File: src/rtl/seg7_msg_scroller_pkg.sv
// Shared constants for the message scroller: segment patterns, character codes, mode enum.
// Segment patterns are active-low {dp,g,f,e,d,c,b,a}, so a cleared bit lights that segment.
package seg7_msg_scroller_pkg;

  typedef enum logic {
    MODE_STATIC = 1'b0,
    MODE_SCROLL = 1'b1
  } mode_e;

  localparam logic [7:0] SS_N     = 8'hAB;  // c,e,g
  localparam logic [7:0] SS_T     = 8'h87;  // d,e,f,g
  localparam logic [7:0] SS_H     = 8'h89;  // b,c,e,f,g
  localparam logic [7:0] SS_U     = 8'hC1;  // b,c,d,e,f
  localparam logic [7:0] SS_E     = 8'h86;  // a,d,e,f,g
  localparam logic [7:0] SS_C     = 8'hC6;  // a,d,e,f
  localparam logic [7:0] SS_S     = 8'h92;  // a,c,d,f,g
  localparam logic [7:0] SS_0     = 8'hC0;  // a..f
  localparam logic [7:0] SS_BLANK = 8'hFF;  // all segments off

  // Character codes shared with the user input logic.
  localparam int CH_N = 0;
  localparam int CH_T = 1;
  localparam int CH_H = 2;
  localparam int CH_U = 3;
  localparam int CH_E = 4;
  localparam int CH_C = 5;
  localparam int CH_S = 6;
  localparam int CH_0 = 7;

endpackage

File: src/rtl/seg7_msg_scroller_if.sv
// Bus between the user input logic (master) and the scroller (slave).
interface seg7_msg_scroller_if #(
  parameter int N_DIGITS = 4,
  parameter int MSG_LEN  = 8,
  parameter int CHAR_W   = 3
);
  logic [CHAR_W-1:0]              char_in;
  logic                           char_we;
  logic                           clear;
  logic                           mode;
  logic [7:0]                     seg;
  logic [N_DIGITS-1:0]            an;
  logic [$clog2(MSG_LEN+1)-1:0]   count;
  logic                           full;
  logic                           overflow;

  modport master (
    output char_in, char_we, clear, mode,
    input  seg, an, count, full, overflow
  );

  modport slave (
    input  char_in, char_we, clear, mode,
    output seg, an, count, full, overflow
  );
endinterface

File: src/rtl/seg7_msg_scroller_char_lut.sv
// Character code to seven-segment pattern table; empty slots and unknown codes are blank.
module seg7_char_lut
  import seg7_msg_scroller_pkg::*;
#(
  parameter int CHAR_W = 3
) (
  input  logic [CHAR_W-1:0] code,
  input  logic              vld,
  output logic [7:0]        seg
);

  // Table lookup, gated by slot occupancy.
  always_comb begin
    seg = SS_BLANK;
    if (vld) begin
      case (32'(code))
        CH_N:    seg = SS_N;
        CH_T:    seg = SS_T;
        CH_H:    seg = SS_H;
        CH_U:    seg = SS_U;
        CH_E:    seg = SS_E;
        CH_C:    seg = SS_C;
        CH_S:    seg = SS_S;
        CH_0:    seg = SS_0;
        default: seg = SS_BLANK;
      endcase
    end
  end

endmodule

File: src/rtl/seg7_msg_scroller.sv
// Message buffer + digit scan + optional scroll for a multiplexed seven-segment display.
// seg/an are registered together from the scan index so they always change in the same cycle.
module seg7_msg_scroller
  import seg7_msg_scroller_pkg::*;
#(
  parameter int N_DIGITS   = 4,
  parameter int MSG_LEN    = 8,
  parameter int CHAR_W     = 3,
  parameter int SCAN_DIV   = 100000,
  parameter int SCROLL_DIV = 25000000
) (
  input logic                clk,
  input logic                rst_n,
  seg7_msg_scroller_if.slave bus
);

  localparam int CNT_W  = $clog2(MSG_LEN + 1);
  localparam int OFF_W  = $clog2(MSG_LEN + N_DIGITS);
  localparam int POS_W  = $clog2(MSG_LEN + 2 * N_DIGITS);
  localparam int IDX_W  = (N_DIGITS > 1) ? $clog2(N_DIGITS) : 1;
  localparam int SCAN_W = (SCAN_DIV > 1) ? $clog2(SCAN_DIV) : 1;
  localparam int SCRL_W = (SCROLL_DIV > 1) ? $clog2(SCROLL_DIV) : 1;

  logic [CHAR_W-1:0]   buf_q [MSG_LEN];
  logic [CHAR_W-1:0]   buf_d [MSG_LEN];
  logic [CNT_W-1:0]    count_q, count_d;
  logic                overflow_q, overflow_d;
  logic [OFF_W-1:0]    offset_q, offset_d;
  logic [SCRL_W-1:0]   scrl_tmr_q, scrl_tmr_d;
  logic [IDX_W-1:0]    idx_q, idx_d;
  logic [SCAN_W-1:0]   scan_tmr_q, scan_tmr_d;
  mode_e               mode_q, mode_d;
  logic [7:0]          seg_q, seg_d;
  logic [N_DIGITS-1:0] an_q, an_d;

  logic                full;
  logic [POS_W-1:0]    pos;
  logic [POS_W-1:0]    nxt_off;
  logic [POS_W-1:0]    wrap_pt;
  logic [CHAR_W-1:0]   ch;
  logic                ch_vld;
  logic [7:0]          lut_seg;

  assign full = (count_q == CNT_W'(MSG_LEN));

  // Buffer append / clear; clear wins over a same-cycle write and suppresses overflow.
  always_comb begin
    buf_d      = buf_q;
    count_d    = count_q;
    overflow_d = 1'b0;
    if (bus.clear) begin
      count_d = '0;
    end else if (bus.char_we) begin
      if (full) begin
        overflow_d = 1'b1;
      end else begin
        for (int i = 0; i < MSG_LEN; i++)
          if (count_q == CNT_W'(i)) buf_d[i] = bus.char_in;
        count_d = count_q + 1'b1;
      end
    end
  end

  // Digit scan timer and index.
  always_comb begin
    scan_tmr_d = scan_tmr_q + 1'b1;
    idx_d      = idx_q;
    if (scan_tmr_q == SCAN_W'(SCAN_DIV - 1)) begin
      scan_tmr_d = '0;
      idx_d      = (idx_q == IDX_W'(N_DIGITS - 1)) ? '0 : idx_q + 1'b1;
    end
  end

  // Scroll offset: parked at 0 in STATIC, on empty buffer, on clear and on any mode change.
  // The wrap point is count+N_DIGITS so the message is followed by a full blank gap.
  always_comb begin
    mode_d     = mode_e'(bus.mode);
    offset_d   = offset_q;
    scrl_tmr_d = scrl_tmr_q;
    nxt_off    = POS_W'(offset_q) + 1'b1;
    wrap_pt    = POS_W'(count_q) + POS_W'(N_DIGITS);
    if (bus.clear || (mode_d != mode_q) || (mode_d == MODE_STATIC) || (count_q == '0)) begin
      offset_d   = '0;
      scrl_tmr_d = '0;
    end else begin
      scrl_tmr_d = scrl_tmr_q + 1'b1;
      if (scrl_tmr_q == SCRL_W'(SCROLL_DIV - 1)) begin
        scrl_tmr_d = '0;
        offset_d   = (nxt_off >= wrap_pt) ? '0 : OFF_W'(nxt_off);
      end
    end
  end

  // Character for the digit currently being scanned; positions past the tail are blank.
  always_comb begin
    pos    = POS_W'(idx_q) + POS_W'(offset_q);
    ch_vld = (pos < POS_W'(count_q));
    ch     = '0;
    for (int i = 0; i < MSG_LEN; i++)
      if (pos == POS_W'(i)) ch = buf_q[i];
  end

  seg7_char_lut #(.CHAR_W(CHAR_W)) u_lut (
    .code (ch),
    .vld  (ch_vld),
    .seg  (lut_seg)
  );

  // Output pattern and matching digit enable, both from the same idx.
  always_comb begin
    seg_d = lut_seg;
    an_d  = ~(N_DIGITS'(1) << idx_q);
  end

  // Control state with async reset.
  always_ff @(posedge clk or negedge rst_n) begin
    if (!rst_n) begin
      count_q    <= '0;
      overflow_q <= 1'b0;
      offset_q   <= '0;
      scrl_tmr_q <= '0;
      idx_q      <= '0;
      scan_tmr_q <= '0;
      mode_q     <= MODE_STATIC;
      seg_q      <= SS_BLANK;
      an_q       <= '1;
    end else begin
      count_q    <= count_d;
      overflow_q <= overflow_d;
      offset_q   <= offset_d;
      scrl_tmr_q <= scrl_tmr_d;
      idx_q      <= idx_d;
      scan_tmr_q <= scan_tmr_d;
      mode_q     <= mode_d;
      seg_q      <= seg_d;
      an_q       <= an_d;
    end
  end

  // Buffer storage; contents are masked by count, so no reset needed.
  always_ff @(posedge clk) begin
    buf_q <= buf_d;
  end

  assign bus.seg      = seg_q;
  assign bus.an       = an_q;
  assign bus.count    = count_q;
  assign bus.full     = full;
  assign bus.overflow = overflow_q;

endmodule

File: src/flat_wrapper.sv
// flat-port wrapper written by rule: the top's interface ports become plain ports
module seg7_msg_scroller_flat import seg7_msg_scroller_pkg::*;
#(
  parameter int N_DIGITS   = 4,
  parameter int MSG_LEN    = 8,
  parameter int CHAR_W     = 3,
  parameter int SCAN_DIV   = 100000,
  parameter int SCROLL_DIV = 25000000
)
  (clk, rst_n, bus_char_in, bus_char_we, bus_clear, bus_mode, bus_seg, bus_an, bus_count, bus_full, bus_overflow);
  seg7_msg_scroller_if #(.N_DIGITS(N_DIGITS), .MSG_LEN(MSG_LEN), .CHAR_W(CHAR_W)) bus_i ();
  input logic clk;
  input logic rst_n;
  input wire logic [$bits(bus_i.char_in)-1:0] bus_char_in;
  input wire logic [$bits(bus_i.char_we)-1:0] bus_char_we;
  input wire logic [$bits(bus_i.clear)-1:0] bus_clear;
  input wire logic [$bits(bus_i.mode)-1:0] bus_mode;
  output wire logic [$bits(bus_i.seg)-1:0] bus_seg;
  output wire logic [$bits(bus_i.an)-1:0] bus_an;
  output wire logic [$bits(bus_i.count)-1:0] bus_count;
  output wire logic [$bits(bus_i.full)-1:0] bus_full;
  output wire logic [$bits(bus_i.overflow)-1:0] bus_overflow;
  assign bus_i.char_in = bus_char_in;
  assign bus_i.char_we = bus_char_we;
  assign bus_i.clear = bus_clear;
  assign bus_i.mode = bus_mode;
  assign bus_seg = bus_i.seg;
  assign bus_an = bus_i.an;
  assign bus_count = bus_i.count;
  assign bus_full = bus_i.full;
  assign bus_overflow = bus_i.overflow;
  seg7_msg_scroller #(.N_DIGITS(N_DIGITS), .MSG_LEN(MSG_LEN), .CHAR_W(CHAR_W), .SCAN_DIV(SCAN_DIV), .SCROLL_DIV(SCROLL_DIV)) u_core (.clk(clk), .rst_n(rst_n), .bus(bus_i));
endmodule
File: config.mk
export PLATFORM = sky130hd
export DESIGN_NAME = seg7_msg_scroller_flat
export DESIGN_NICKNAME = d
export VERILOG_FILES = /design/src/rtl/seg7_msg_scroller_pkg.sv /design/src/rtl/seg7_msg_scroller_if.sv /design/src/rtl/seg7_msg_scroller_char_lut.sv /design/src/rtl/seg7_msg_scroller.sv /design/src/flat_wrapper.sv
export SDC_FILE = /design/constraint.sdc
export NUM_CORES = 1
export LEC_CHECK = 0
export ABC_AREA = 0
export BUFFER_PORTS_ARGS = -buffer_cell sky130_fd_sc_hd__buf_2
export CAP_MARGIN = 0
export CORE_MARGIN = 2
export CORE_UTILIZATION = 40
export CTS_CLUSTER_SIZE = 8
export DETAILED_ROUTE_END_ITERATION = 16
export HOLD_SLACK_MARGIN = 0.08
export SYNTH_ARGS = -nofsm -noshare
export SYNTH_HDL_FRONTEND = slang
export SYNTH_SLANG_ARGS = --single-unit
File: constraint.sdc
create_clock -name clk -period 4.31 [get_ports clk]
set_clock_uncertainty 0.1 [all_clocks]
set_input_delay 0.431 -clock clk [delete_from_list [all_inputs] [get_ports clk]]
set_output_delay 0.431 -clock clk [all_outputs]
set_load 0.01 [all_outputs]
==> Word-level counts from Yosys, hierarchy flattened <==
Memory sizes are Yosys's and may differ from the RTL's.
Cells that the tools add are included.
{ "word_totals": {"rom_bits": 56, "register_bits": 90, "memories": 1, "inputBits": 8, "output_inout_bits": 18, "word_cells": 90} }
{ "classes": {"magnitude_cmp": 2, "reduce_logical": 16, "bitwise_logic": 4, "n_eq_ne": 20, "n_mux": 22, "add_sub_neg": 7, "shifts": 1} }
{ "mem_list": {"columns": ["memory", "words", "width", "rd", "rd_ports_with_merged_regs", "write_ports", "line_no", "rtl"], "rows": [
  ["(name not given)", 8, 7, 1, 0, 0, "seg7_msg_scroller_char_lut.sv:16", "case (32'(code))"]
]} }
{ "op_table": {"columns": ["operator", "n"], "rows": [
  ["two-way mux 25 bit", 2],
  ["== test 4 x 3 -> 1 bit, second input constant", 8],
  ["AND reduction 4 bit", 8],
  ["adder 25 x 1 -> 25 bit, second input constant", 1],
  ["== test 25 bit, second input constant", 1],
  ["two-way mux 3 bit", 8],
  ["two-way mux 4 bit", 6],
  ["adder 17 x 1 -> 17 bit, second input constant", 1],
  ["== test 17 bit, second input constant", 1],
  ["two-way mux 17 bit", 1],
  ["== test 4 x 2 -> 1 bit, second input constant", 4],
  ["adder 4 x 1 -> 4 bit, second input constant", 2],
  ["== test 4 x 1 -> 1 bit, second input constant", 2],
  ["logical NOT 4 bit", 2],
  ["two-way mux 8 bit", 1],
  ["adder 2 x 4 -> 4 bit", 1],
  ["adder 4 x 3 -> 4 bit, second input constant", 1],
  ["== test 4 bit, second input constant", 1],
  [">= comparator 4 bit", 1],
  ["< comparator 4 bit", 1],
  ["inverter 4 bit", 1],
  ["nonzero test 2 bit", 2],
  ["<< shifter 1 x 2 -> 4 bit, first input constant", 1],
  ["logical OR 1 bit", 3],
  ["other kinds (8)", 12]
]} }

==> Longest topological paths before layout <==
Gate-level depths: netlist (run 1).
An unclocked memory read counts as a cell.
{ "depth": {"ltp_word": 12, "depth_mapped": 9, "depth_no_buf": 8} }

==> Modules after synthesis <==
A second synthesis (run 1) with hierarchy kept.
{ "unflattened": {"hier_cells": 398, "area_unflattened_um2": 4421.7} }
{ "modules_own_cells": {"columns": ["mod", "cells_each", "area_per_inst_um2", "instances"], "rows": [
  ["seg7_msg_scroller", 385, 4352.9, 1],
  ["seg7_char_lut", 13, 68.8, 1]
]} }

==> Worst setup path after synthesis (run 1) <==
No wires, ideal clock.
{ "synth_path": {"path_type": "flip-flop to flip-flop", "start": "register u_core.idx_q[0]", "end": "register u_core.seg_q[4] (netlist: u_core.bus.seg[4])", "stages_incl_launch_ff": 8, "path_buffers": 1, "required_ps": 4151, "arrival_time_ps": 2387, "setup_slack_ps": 1764, "path_cell_list": "dfrtp_1 > ha_1 > fa_1 > clkbuf_1 > mux4_2 > or4_1 > nand2_1 > a21bo_1"} }
{ "synth_between": {"elab_chain_cells": 12, "word_cells_on_any_way": 20, "classes_between": "add/sub: 1; order compare: 1; eq/ne: 7; mux: 9; reduce/logical: 1; memory: 1"} }
{ "synth_lines": {"columns": ["element", "line_no", "rtl"], "rows": [
  ["from (decl)", "seg7_msg_scroller.sv:30", "logic [IDX_W-1:0] idx_q, idx_d;"],
  ["from (signal assigned)", "seg7_msg_scroller.sv:132", "idx_q <= idx_d;"],
  ["adder 2 x 4 -> 4 bit (*)", "seg7_msg_scroller.sv:96", "pos = POS_W'(idx_q) + POS_W'(offset_q);"],
  ["logical NOT 4 bit", "seg7_msg_scroller.sv:100", "if (pos == POS_W'(i)) ch = buf_q[i];"],
  ["two-way mux 3 bit (8 in series)", "seg7_msg_scroller.sv:100", null],
  ["memory (8 x 7 bit)", null, null],
  ["two-way mux 8 bit (*)", "seg7_msg_scroller_char_lut.sv:15", "if (vld) begin"],
  ["net u_core.lut_seg[4]", "seg7_msg_scroller.sv:42", "logic [7:0] lut_seg;"],
  ["to (signal assigned)", "seg7_msg_scroller.sv:135", "seg_q <= seg_d;"],
  ["to (decl)", "seg7_msg_scroller.sv:33", "logic [7:0] seg_q, seg_d;"]
]} }
Mark *: on every way through the listed nets, which the timed path passes. The rest lies on a longest branch.
A chain may end at the register's enable or synchronous reset.

==> Worst setup path after layout (run 1) <==
Same ends and word-level chain as after synthesis.

==> results of run 1 <==
==> placed cells by master, fill, tap and decap left out, types with 2 or more instances in the layout <==
| master | instances |
|---|---|
| mux2i_1 | 3 |
| edfxtp_1 | 24 |
| nor2b_1 | 4 |
| o2bb2ai_1 | 2 |
| nand4_1 | 6 |
| xor2_1 | 26 |
| nand2b_1 | 3 |
| xnor2_1 | 18 |
| nor4_1 | 2 |
| buf_2 | 24 |
| mux2_2 | 2 |
| o21ai_1 | 4 |
| nand2_1 | 28 |
| or4_1 | 2 |
| o21ai_0 | 11 |
| and3_1 | 10 |
| or3_1 | 2 |
| nor3_1 | 2 |
| and2_1 | 2 |
| inv_1 | 19 |
| mux4_2 | 5 |
| dfrtp_1 | 54 |
| ha_1 | 23 |
| clkinv_4 | 3 |
| a21oi_1 | 4 |
| o22ai_1 | 2 |
| nand3_1 | 21 |
| nor2_1 | 57 |
| clkbuf_8 | 9 |
| nand3b_1 | 2 |
| a21o_1 | 3 |
| bufinv_16 | 2 |
| and4_1 | 7 |
| dfstp_2 | 11 |
==> cells in the mapped netlist, drive strengths merged (3+ instances only) <==
library cell	n	area share, %
xor2	26	5.3
nand3	21	2.4
mux2i	4	1.0
a21o	3	0.52
nand4	6	0.87
inv	19	1.7
and4	7	1.4
dfrtp	54	31
a21oi	4	0.46
buf	7	1.1
nand2	28	2.4
nor2	57	5.0
xnor2	18	3.7
ha	23	6.7
o21ai	15	1.7
nand2b	3	0.44
nor2b	4	0.58
clkbuf	4	0.35
edfxtp	24	17
dfstp	11	6.7
mux4	5	2.6
and3	10	1.5
==> area by class of cell <==
class / instances / area (sq um) / area share (%)
repair buffers: 26 / 138 / 2.88
inverters: 19 / 71.3 / 1.49
well taps: 136 / 170 / 3.56
multi-input cells: 264 / 1810 / 38.0
clock inverters: 7 / 101 / 2.12
clock buffers: 9 / 124 / 2.59
flip-flops and latches: 89 / 2360 / 49.4
==> registers in the layout, summed over array words and instances (netlist names) <==
name	count
u_core.bus.an	4
u_core.bus.count	4
u_core.bus.overflow	1
u_core.idx_q	2
u_core.offset_q	4
u_core.mode_q	1
u_core.buf_q	24
u_core.bus.seg	7
u_core.scrl_tmr_q	25
u_core.scan_tmr_q	17
==> cells by family (layout without fill, tap and decap cells) <==
family                   Yosys count  count (layout)
adder cells (fa/ha/maj)           24              24
XOR/XNOR                          44              44
other                              1               1
AND/OR/NAND/NOR                  154             154
AO/OA/AOI/OAI                     30              30
multiplexers                      11              11
flip-flops                        89              89
buffers and inverters             30              61
==> final timing paths <==
kind	cells after the start	slack, ns	to
worst min register to register	1	0.38	u_core.scan_tmr_q[4]
worst max register to register	8	1.42	u_core.bus.seg[4]
max in group asynchronous	3	2.68	u_core.scrl_tmr_q[13]
min in group asynchronous	2	0.53	u_core.scan_tmr_q[14]
worst min-delay path	1	0.11	u_core.mode_q
worst max-delay path	8	1.42	u_core.bus.seg[4]
==> per-layer routing <==
layer	share of wire, %	global-route usage [%]	up-vias
li1	-	-	1359
met1	50	20.8	1333
met2	46	22.2	38
met3	3.1	4.00	6
met4	1.0	4.40	0
met5	0	0	-
==> worst max-delay path: cells and delay by family (launching register included) <==
| family | cells | cell delay, ns |
|---|---|---|
| compound gates | 4 | 0.93 |
| simple gates | 1 | 0.07 |
| flops | 1 | 0.44 |
| fa+ha+maj | 3 | 1.28 |
==> report_power, final <==
part | internal, mW | switching [mW]
clock network | 0.332 | 0.301
logic | 0.0272 | 0.0526
registers | 0.887 | 0.00695
total | 1.25 | 0.361
==> metrics by stage <==
| step | power, mW | utilization, % | hold WS, ns |
|---|---|---|---|
| after floorplan | 0.952 | - | 0.0354 |
| after global placement | 0.991 | 43.6 | 0.378 |
| after detailed placement | 0.992 | 43.6 | 0.373 |
| after CTS | 1.63 | 45.9 | 0.0903 |
| after global routing | 1.68 | 45.9 | 0.0868 |
| final | 1.61 | 45.9 | 0.112 |
==> metrics.md, run 1 <==
| Metric | Value |
|---|---|
| Max-cap check violation count | `0` |
| Core area | `~10000 sq um` |
| H-tree depth | `3` |
| Worst EP arrival | `3.08 ns` |
| Hold_buf cts | `1` |
| VDD IR max | `0.000189 V` |
| Vias per cell | `between 4 and 5` |
| Synth Area in Simple Gates | `17.6%` |
| Die area | `~12000 sq um` |
| Die Span Y | `108 um` |
| Vias | `between 2000 and 3000` |
| Crit-path max FO | `9` |
| Sink Count | `just under 90` |
| RSZ-0062 raised after global routing | `no` |
| Post-synthesis register bit count | `89` |
| Clk_lat worst skew | `approximately 0.36 ns` |
| Post-Synthesis Cells | `between 300 and 400` |
| Cell Pwr Density | `336 nW/um^2` |
| Net Count, Synth | `415` |
| Drt wl/cell | `about 14 um` |
| Layout filler cell count | `just under 1000` |
| Share of flip-flops with an asynchronous set or reset | `about three quarters` |
| P_leak | `just over 2 nW` |
| CP Cell Sequence | `ha_1, fa_1, ha_1, o21ai_0, nand2b_1, a21o_1, a21oi_1, a21bo_1` |
| Largest net degree at the start of global routing | `36` |
| YS warnings | `0` |
| Min-delay src | `bus_mode` |
| CTS tree | `yes` |
| Final period util | `about two thirds` |
| Distinct cells, synth | `47` |
| Final setup viols | `0` |
| Worst Setup SP | `u_core.idx_q[0]` |
| Initial antenna violation count | `0` |
| Die width | `approximately 110 um` |
| Synth Area in Compound Gates | `under 10%` |
| Final HPWL DP | `5.39 mm` |
| Dpl cell area | `about 4500 sq um` |
| Status | `completed` |
| Max incr delay on CP | `around 0.7 ns` |
| DR pass1 iterations | `4` |
| Post-CTS sizing | `0` |
| Rows | `37` |
| Setup WS pre-CTS | `1.46 ns` |
| Fmax | `~350 MHz` |
| Largest family of logic cells by synthesized area | `simple AND/OR/NAND/NOR gates` |
| Detailed Route WL | `7.56 mm` |
| Post-synth EDFFs | `24` |
| Syn Area/Cell | `11.3 sq um` |
| Root buf cell | `clkbuf_8` |
| Design area | `between 4000 and 5000 sq um` |
| Top Ports | `26` |
| Vias in the first global route | `2764` |
| Clk buf depth | `2` |
| Gpl congestion | `approximately 0.74` |
| CTS Buf Count | `9` |
| Worst Setup Start Kind | `flip-flop` |
| Cell mode on critical path | `ha_1` |
| Req. time, crit path | `between 4 and 5 ns` |
| Min-Delay Path Class | `input pin to flip-flop` |
| Ys flop type | `dfrtp_1` |
| Initial Utilization | `41.4%` |
| Final TNS setup | `0 ns` |
| Sequential cell area fraction in the yosys report | `a little over half` |
| Reg2reg start | `u_core.idx_q[0]` |
| CP Capture Type | `flip-flop` |
| Grt ovf | `0` |
| Total GRT Usage | `~15%` |
| Slew Viols, Final | `0` |
| Antenna Cells | `0` |
| Clk slew on worst S/H paths | `approximately 0.090 ns` |
| Area Growth Syn to Fin | `10.9%` |
| Antenna-violating nets left | `0` |
| Setup CP Type | `flip-flop to flip-flop` |
| Post-Synth XOR/XNOR Area | `8.94%` |
| Critical path's slowest cell | `fa_1` |
| Relative slew slack | `a little under three fifths` |
| Placed insts | `~530` |
| Mux cell area share after synthesis | `4.15%` |
| Synth Cell Area | `between 4000 and 5000 sq um` |
| Final net count | `441` |
| # Post-CTS Setup Buffers | `0` |
| Port bufs | `24` |
| First-pass GRT wire length | `approximately 13 mm` |
| Min Clock Period, post-route | `2.89 ns` |
| Setup ws final | `1.42 ns` |
| Non-Filler Instances | `550` |
| DRC errors left | `0` |
| Worst-margin pin slew | `~0.65 ns` |
| Hold Fails Final Rpt | `0` |
| Share of cells above drive strength 1 | `between 10% and 20%` |
| Post-Synth Adder-Cell Area | `between 7 and 8%` |
| Initial DRC count | `145` |
Power figures use the tool's default switching activity.
==> run 2, diff against run 1 <==
clock period = 3 ns   (was 4.31 ns; I/O delays follow)
==> run 2 against run 1 <==
- first-iteration DRC count increased by 0.69%
- die area stayed put
- count of clock-buffer cells in the layout grew 1
- global-route usage decreased by 0.50 points
- design area increased by 0.60%
- sequential cell count is the same
- via count increased by 1.1%
- routed wire length rose by 1.7%
==> metrics.md, run 2 (synthesis results as in run 1) <==
| Metric | Value |
|---|---|
| Min-Delay Path Class | `input pin to flip-flop` |
| Worst Setup Start Kind | `flip-flop` |
| CTS tree | `yes` |
| Combinational Power Share | `5.2%` |
| Hold Path Depth | `1` |
| VDD IR max | `approximately 0.00025 V` |
| DR pass1 iterations | `4` |
| Leading cell type in the layout, fill and taps excluded | `nor2_1` |
| Worst EP arrival | `about 3.0 ns` |
| Detailed Route WL | `between 7 and 8 mm` |
| Largest delay share family, worst path | `simple AND/OR/NAND/NOR gates` |
| Met2 wire len | `3.61 mm` |
| Initial Utilization | `about two fifths` |
| Sw Pwr | `around 0.52 mW` |
| Clock power share | `37.9%` |
| Max-cap check violation count | `0` |
| Share of cells above drive strength 1 | `between 10% and 20%` |
| Area Growth Syn to Fin | `11.6%` |
| Post-CTS sizing | `0` |
| Die Span Y | `108 um` |
| DR WL met3 | `between 200 and 250 um` |
| Placed insts | `roughly 540` |
| Setup CP Type | `flip-flop to flip-flop` |
| Sequential group share of total power | `56.8%` |
| P_int | `~1.7 mW` |
| Gpl congestion | `a little under 0.8` |
| Die width | `approximately 110 um` |
| Final HPWL DP | `around 5.5 mm` |
| P_leak | `just over 2 nW` |
| Status | `completed` |
| Cell Pwr Density | `470 nW/um^2` |
| Max incr delay on CP | `~0.49 ns` |
| Core area | `roughly 10000 sq um` |
| Antenna-violating nets left | `0` |
| Port bufs | `24` |
| R2R Setup Slk | `about 0.23 ns` |
| Fmax | `around 360 MHz` |
| Metal-1 WL | `roughly 3.8 mm` |
| Final net count | `446` |
| Min Clock Period, post-route | `around 2.8 ns` |
| Clk buf depth | `2` |
| Final TNS setup | `0 ns` |
| Final period util | `a little over 90%` |
| Die area | `between 10000 and 15000 sq um` |
| CP Cell Sequence | `ha_1, fa_1, or3b_1, mux2i_2, o21ai_1, or4_1, nand2_1, a21bo_1` |
| Min-delay src | `bus_char_in[2]` |
| Setup ws final | `~0.23 ns` |
| R2R cell count | `8` |
| Root buf cell | `clkbuf_8` |
| Commonest non-fill, non-tap cells in the layout | `57 x nor2_1, 54 x dfrtp_1, 28 x nand2_1` |
| Reg2reg end | `u_core.bus.seg[4]` |
| Relative slew slack | `~62%` |
| CTS Buf Count | `9` |
| Final setup viols | `0` |
| Highest Signal Layer | `met4` |
| Total GRT Usage | `14.2%` |
| Biggest register | `u_core.scrl_tmr_q` |
| Antenna Cells | `0` |
| Clk_lat worst skew | `about 0.36 ns` |
| First-pass GRT wire length | `13.0 mm` |
| Slew Viols, Final | `0` |
| RSZ-0062 raised after global routing | `no` |
| Switching Share | `between 20% and 30%` |
| Non-Filler Instances | `around 560` |
| Worst Hold Path EP | `u_core.buf_q[20]` |
| Vias in the first global route | `~2800` |
| Worst path bufs/invs | `0` |
| H-tree depth | `3` |
| Setup WS pre-CTS | `around 0.27 ns` |
| Hold_buf cts | `3` |
| Biggest regs | `u_core.scrl_tmr_q (25), u_core.buf_q (24), u_core.scan_tmr_q (17)` |
| Top Ports | `26` |
| WHS | `0.123 ns` |
| DRC errors left | `0` |
| Hold Fails Final Rpt | `0` |
| Vias per cell | `~5` |
| Drt wl/cell | `13.8 um` |
| Initial antenna violation count | `0` |
| Vias | `around 2800` |
| Crit-path max FO | `7` |
| Critical path's slowest cell | `fa_1` |
| Grt ovf | `0` |
| CP Capture Type | `flip-flop` |
| Req. time, crit path | `3.20 ns` |
| Largest net degree at the start of global routing | `28` |
| Worst-margin pin slew | `around 0.56 ns` |
| # Post-CTS Setup Buffers | `0` |
| Sink Count | `between 80 and 90` |
| Max FFs per register | `25` |
| Clk slew on worst S/H paths | `0.09 ns` |
| Rows | `37` |
| Initial DRC count | `approximately 150` |
| Reg2reg start | `u_core.idx_q[0]` |
-- run 2: cell types whose count changed in the layout (fill, tap and decap cells not counted) --
cell           previous run  this run
buf_4                     1         4
dlygate4sd3_1             1         3
bufinv_16                 2         1
clkbuf_8                  9        10
inv_4                     1         0
inv_6                     1         2
-- run 2: worst max-delay path by stage --
stage | to | cells after the start | slack (ns) | start
3_3_place_gp | u_core.bus.seg[4] | 8 | 0.35 | u_core.idx_q[0]
2_1_floorplan | u_core.bus.seg[4] | 7 | 0.45 | u_core.idx_q[0]
5_1_grt | u_core.bus.seg[4] | 8 | 0.07 | u_core.idx_q[0]
6_report | u_core.bus.seg[4] | 8 | 0.23 | u_core.idx_q[0]
3_5_place_dp | u_core.bus.seg[4] | 8 | 0.27 | u_core.idx_q[0]
4_1_cts | u_core.bus.seg[4] | 8 | 0.23 | u_core.idx_q[0]
-- run 2: power by group through the flow --
| stage | sequential (mW) | combinational, mW | clock, mW |
|---|---|---|---|
| after global placement | 1.31 | 0.116 | 0 |
| after floorplan | 1.32 | 0.0523 | 0 |
| after global routing | 1.29 | 0.135 | 0.941 |
| final | 1.28 | 0.118 | 0.857 |
| after CTS | 1.28 | 0.122 | 0.888 |
| after detailed placement | 1.31 | 0.119 | 0 |
-- run 2: area by class of cell --
type	instances	area [sq um]
clock buffers	10	138
clock inverters	6	73.8
fillers	976	5610
inverters	19	71.3
multi-input cells	264	1810
flip-flops and latches	89	2360
well taps	136	170
repair buffers	31	180
-- run 2: metrics by stage --
step,power [mW],util (%),instance area (sq um)
floorplan,1.37,-,4310
global placement,1.42,43.8,4570
detailed placement,1.43,43.8,4570
CTS,2.29,46.2,4810
global route,2.36,46.2,4810
finish,2.26,46.2,4810
-- run 2: worst reg2reg max path: cells and delay by family, from the launching register on --
family / cells / cell delay [ns]
AOI/OAI and AO/OA: 2 / 0.23
adders and majority gates: 2 / 0.74
DFF: 1 / 0.45
muxes: 1 / 0.25
and+or+nand+nor: 3 / 0.95
-- run 2: routing by layer --
layer,vias to the layer above,global-route usage (%)
met5,-,0
met4,0,3.02
met3,5,4.00
met2,32,22.4
met1,1356,19.7
li1,1374,-
==> run 3, diff against run 2 <==
RECOVER_POWER = 25   (was not set)
==> run 3 against run 2 <==
- utilization shrank 0.060 points
- largest cell class unchanged
- routed wire length fell by 0.12%
- register-to-register slack barely moved
- critical path depth unchanged
- sequential cell count is the same
- global-route usage did not move
- critical path type unchanged
- cell count stayed put
- total power hardly changed
- sequential share of layout area grew 0.064 points
==> metrics.md, run 3 (synthesis results as in run 1) <==
| Metric | Value |
|---|---|
| Share of cells above drive strength 1 | `14.1%` |
| Req. time, crit path | `3.20 ns` |
| Placed insts | `around 540` |
| Min-Delay Path Class | `input pin to flip-flop` |
| DR pass1 iterations | `4` |
| Post-CTS sizing | `0` |
| RSZ-0062 raised after global routing | `no` |
| WHS | `approximately 0.16 ns` |
| Initial DRC count | `between 100 and 150` |
| Clk_lat worst skew | `roughly 0.36 ns` |
| Crit-path max FO | `7` |
| Sink Count | `89` |
| Gpl congestion | `between 0.7 and 0.8` |
| Final setup viols | `0` |
| Initial antenna violation count | `0` |
| Max-cap check violation count | `0` |
| Slew Viols, Final | `0` |
| Root buf cell | `clkbuf_8` |
| Final net count | `approximately 450` |
| Biggest register | `u_core.scrl_tmr_q` |
| Largest net degree at the start of global routing | `28` |
| Initial Utilization | `41.4%` |
| Worst-margin pin slew | `between 1 and 1.5 ns` |
| Design area | `between 4000 and 5000 sq um` |
| Commonest non-fill, non-tap cells in the layout | `57 x nor2_1, 54 x dfrtp_1, 28 x nand2_1` |
| Clk slew on worst S/H paths | `about 0.090 ns` |
| Final Total Pwr | `about 2.3 mW` |
| Leading cell type in the layout, fill and taps excluded | `nor2_1` |
| Setup CP Type | `flip-flop to flip-flop` |
| CTS tree | `yes` |
| Top Ports | `26` |
| Total GRT Usage | `between 10% and 20%` |
| # Post-CTS Setup Buffers | `0` |
| Hold Fails Final Rpt | `0` |
| Max FFs per register | `25` |
| First-pass GRT wire length | `about 13 mm` |
| Core Util, Final | `between 40 and 50%` |
| Antenna Cells | `0` |
| Core area | `about 10000 sq um` |
| Port bufs | `24` |
| Dpl cell area | `~4600 sq um` |
| Setup WS pre-CTS | `between 0.2 and 0.3 ns` |
| Vias per cell | `approximately 5` |
| Cell Pwr Density | `between 400 and 500 nW/um^2` |
| Final HPWL DP | `5.54 mm` |
| Area Growth Syn to Fin | `11.4%` |
| Fmax | `~360 MHz` |
| Antenna-violating nets left | `0` |
| Vias | `2770` |
| CP Capture Type | `flip-flop` |
| Relative slew slack | `a little under a tenth` |
| Hold Path Depth | `2` |
| Die Span Y | `approximately 110 um` |
| VDD IR max | `roughly 0.00025 V` |
| Worst Setup Start Kind | `flip-flop` |
| Detailed Route WL | `between 7 and 8 mm` |
| Rows | `37` |
| P_leak | `around 2 nW` |
| H-tree depth | `3` |
| Die area | `11600 sq um` |
| CTS Buf Count | `9` |
| Final period util | `just over 90%` |
| Non-Filler Instances | `around 560` |
| Die width | `roughly 110 um` |
| Final TNS setup | `0 ns` |
| Drt wl/cell | `around 14 um` |
| R2R cell count | `8` |
| Biggest regs | `u_core.scrl_tmr_q (25), u_core.buf_q (24), u_core.scan_tmr_q (17)` |
| DRC errors left | `0` |
| Grt ovf | `0` |
| Min Clock Period, post-route | `2.77 ns` |
| Setup ws final | `~0.23 ns` |
| Vias in the first global route | `about 2800` |
| Clk buf depth | `2` |
| Worst EP arrival | `approximately 3.0 ns` |
| Status | `completed` |
run 3: cell count changes in the layout (fill, tap and decap cells not counted):
cell,change
buf_2,-5
clkbuf_1,+5
run 3: metal layers:
metal  vias to the layer above  GRT usage (%)  wire length [um]
li1                       1375              -                 -
met1                      1348           19.7              3750
met2                        42           22.4              3620
met3                         5           4.00               255
met4                         0           3.02                58
met5                         -              0                 0
run 3: final timing paths:
check	start	to	slack, ns
worst max-delay path	u_core.idx_q[0]	u_core.bus.seg[4]	0.23
worst min-delay path	bus_char_we	u_core.bus.overflow	0.16
worst max register to register	u_core.idx_q[0]	u_core.bus.seg[4]	0.23
worst min register to register	u_core.scan_tmr_q[4]	u_core.scan_tmr_q[4]	0.39
max in group asynchronous	rst_n	u_core.offset_q[3]	1.12
min in group asynchronous	rst_n	u_core.scan_tmr_q[14]	0.68
run 3: final cells by class:
cell class              count  area [sq um]
flip-flops and latches     89          2360
clock buffers              10           138
well taps                 136           170
multi-input cells         264          1810
inverters                  19          71.3
fillers                   980          5610
clock inverters             6          73.8
repair buffers             31           174
run 3: critical path, stage by stage, from the launching register on:
cell	delay (ns)
dfrtp_1	0.45
ha_1	0.25
fa_1	0.49
or3b_1	0.43
mux2i_2	0.25
o21ai_1	0.13
or4_1	0.44
nand2_1	0.08
a21bo_1	0.10
run 3: repair_timing:
item | in CTS | in global routing
endpoints found under the setup margin | 0 | 0
endpoints found under the hold margin | 17 | 0
hold buffers | 3 | 0
run 3: report_power, final:
group / internal, mW / leakage [nW] / total, mW / switching [mW]
clock network: 0.418 / 0.107 / 0.856 / 0.438
registers: 1.27 / 1.07 / 1.28 / 0.0101
logic: 0.0413 / 0.840 / 0.117 / 0.0758
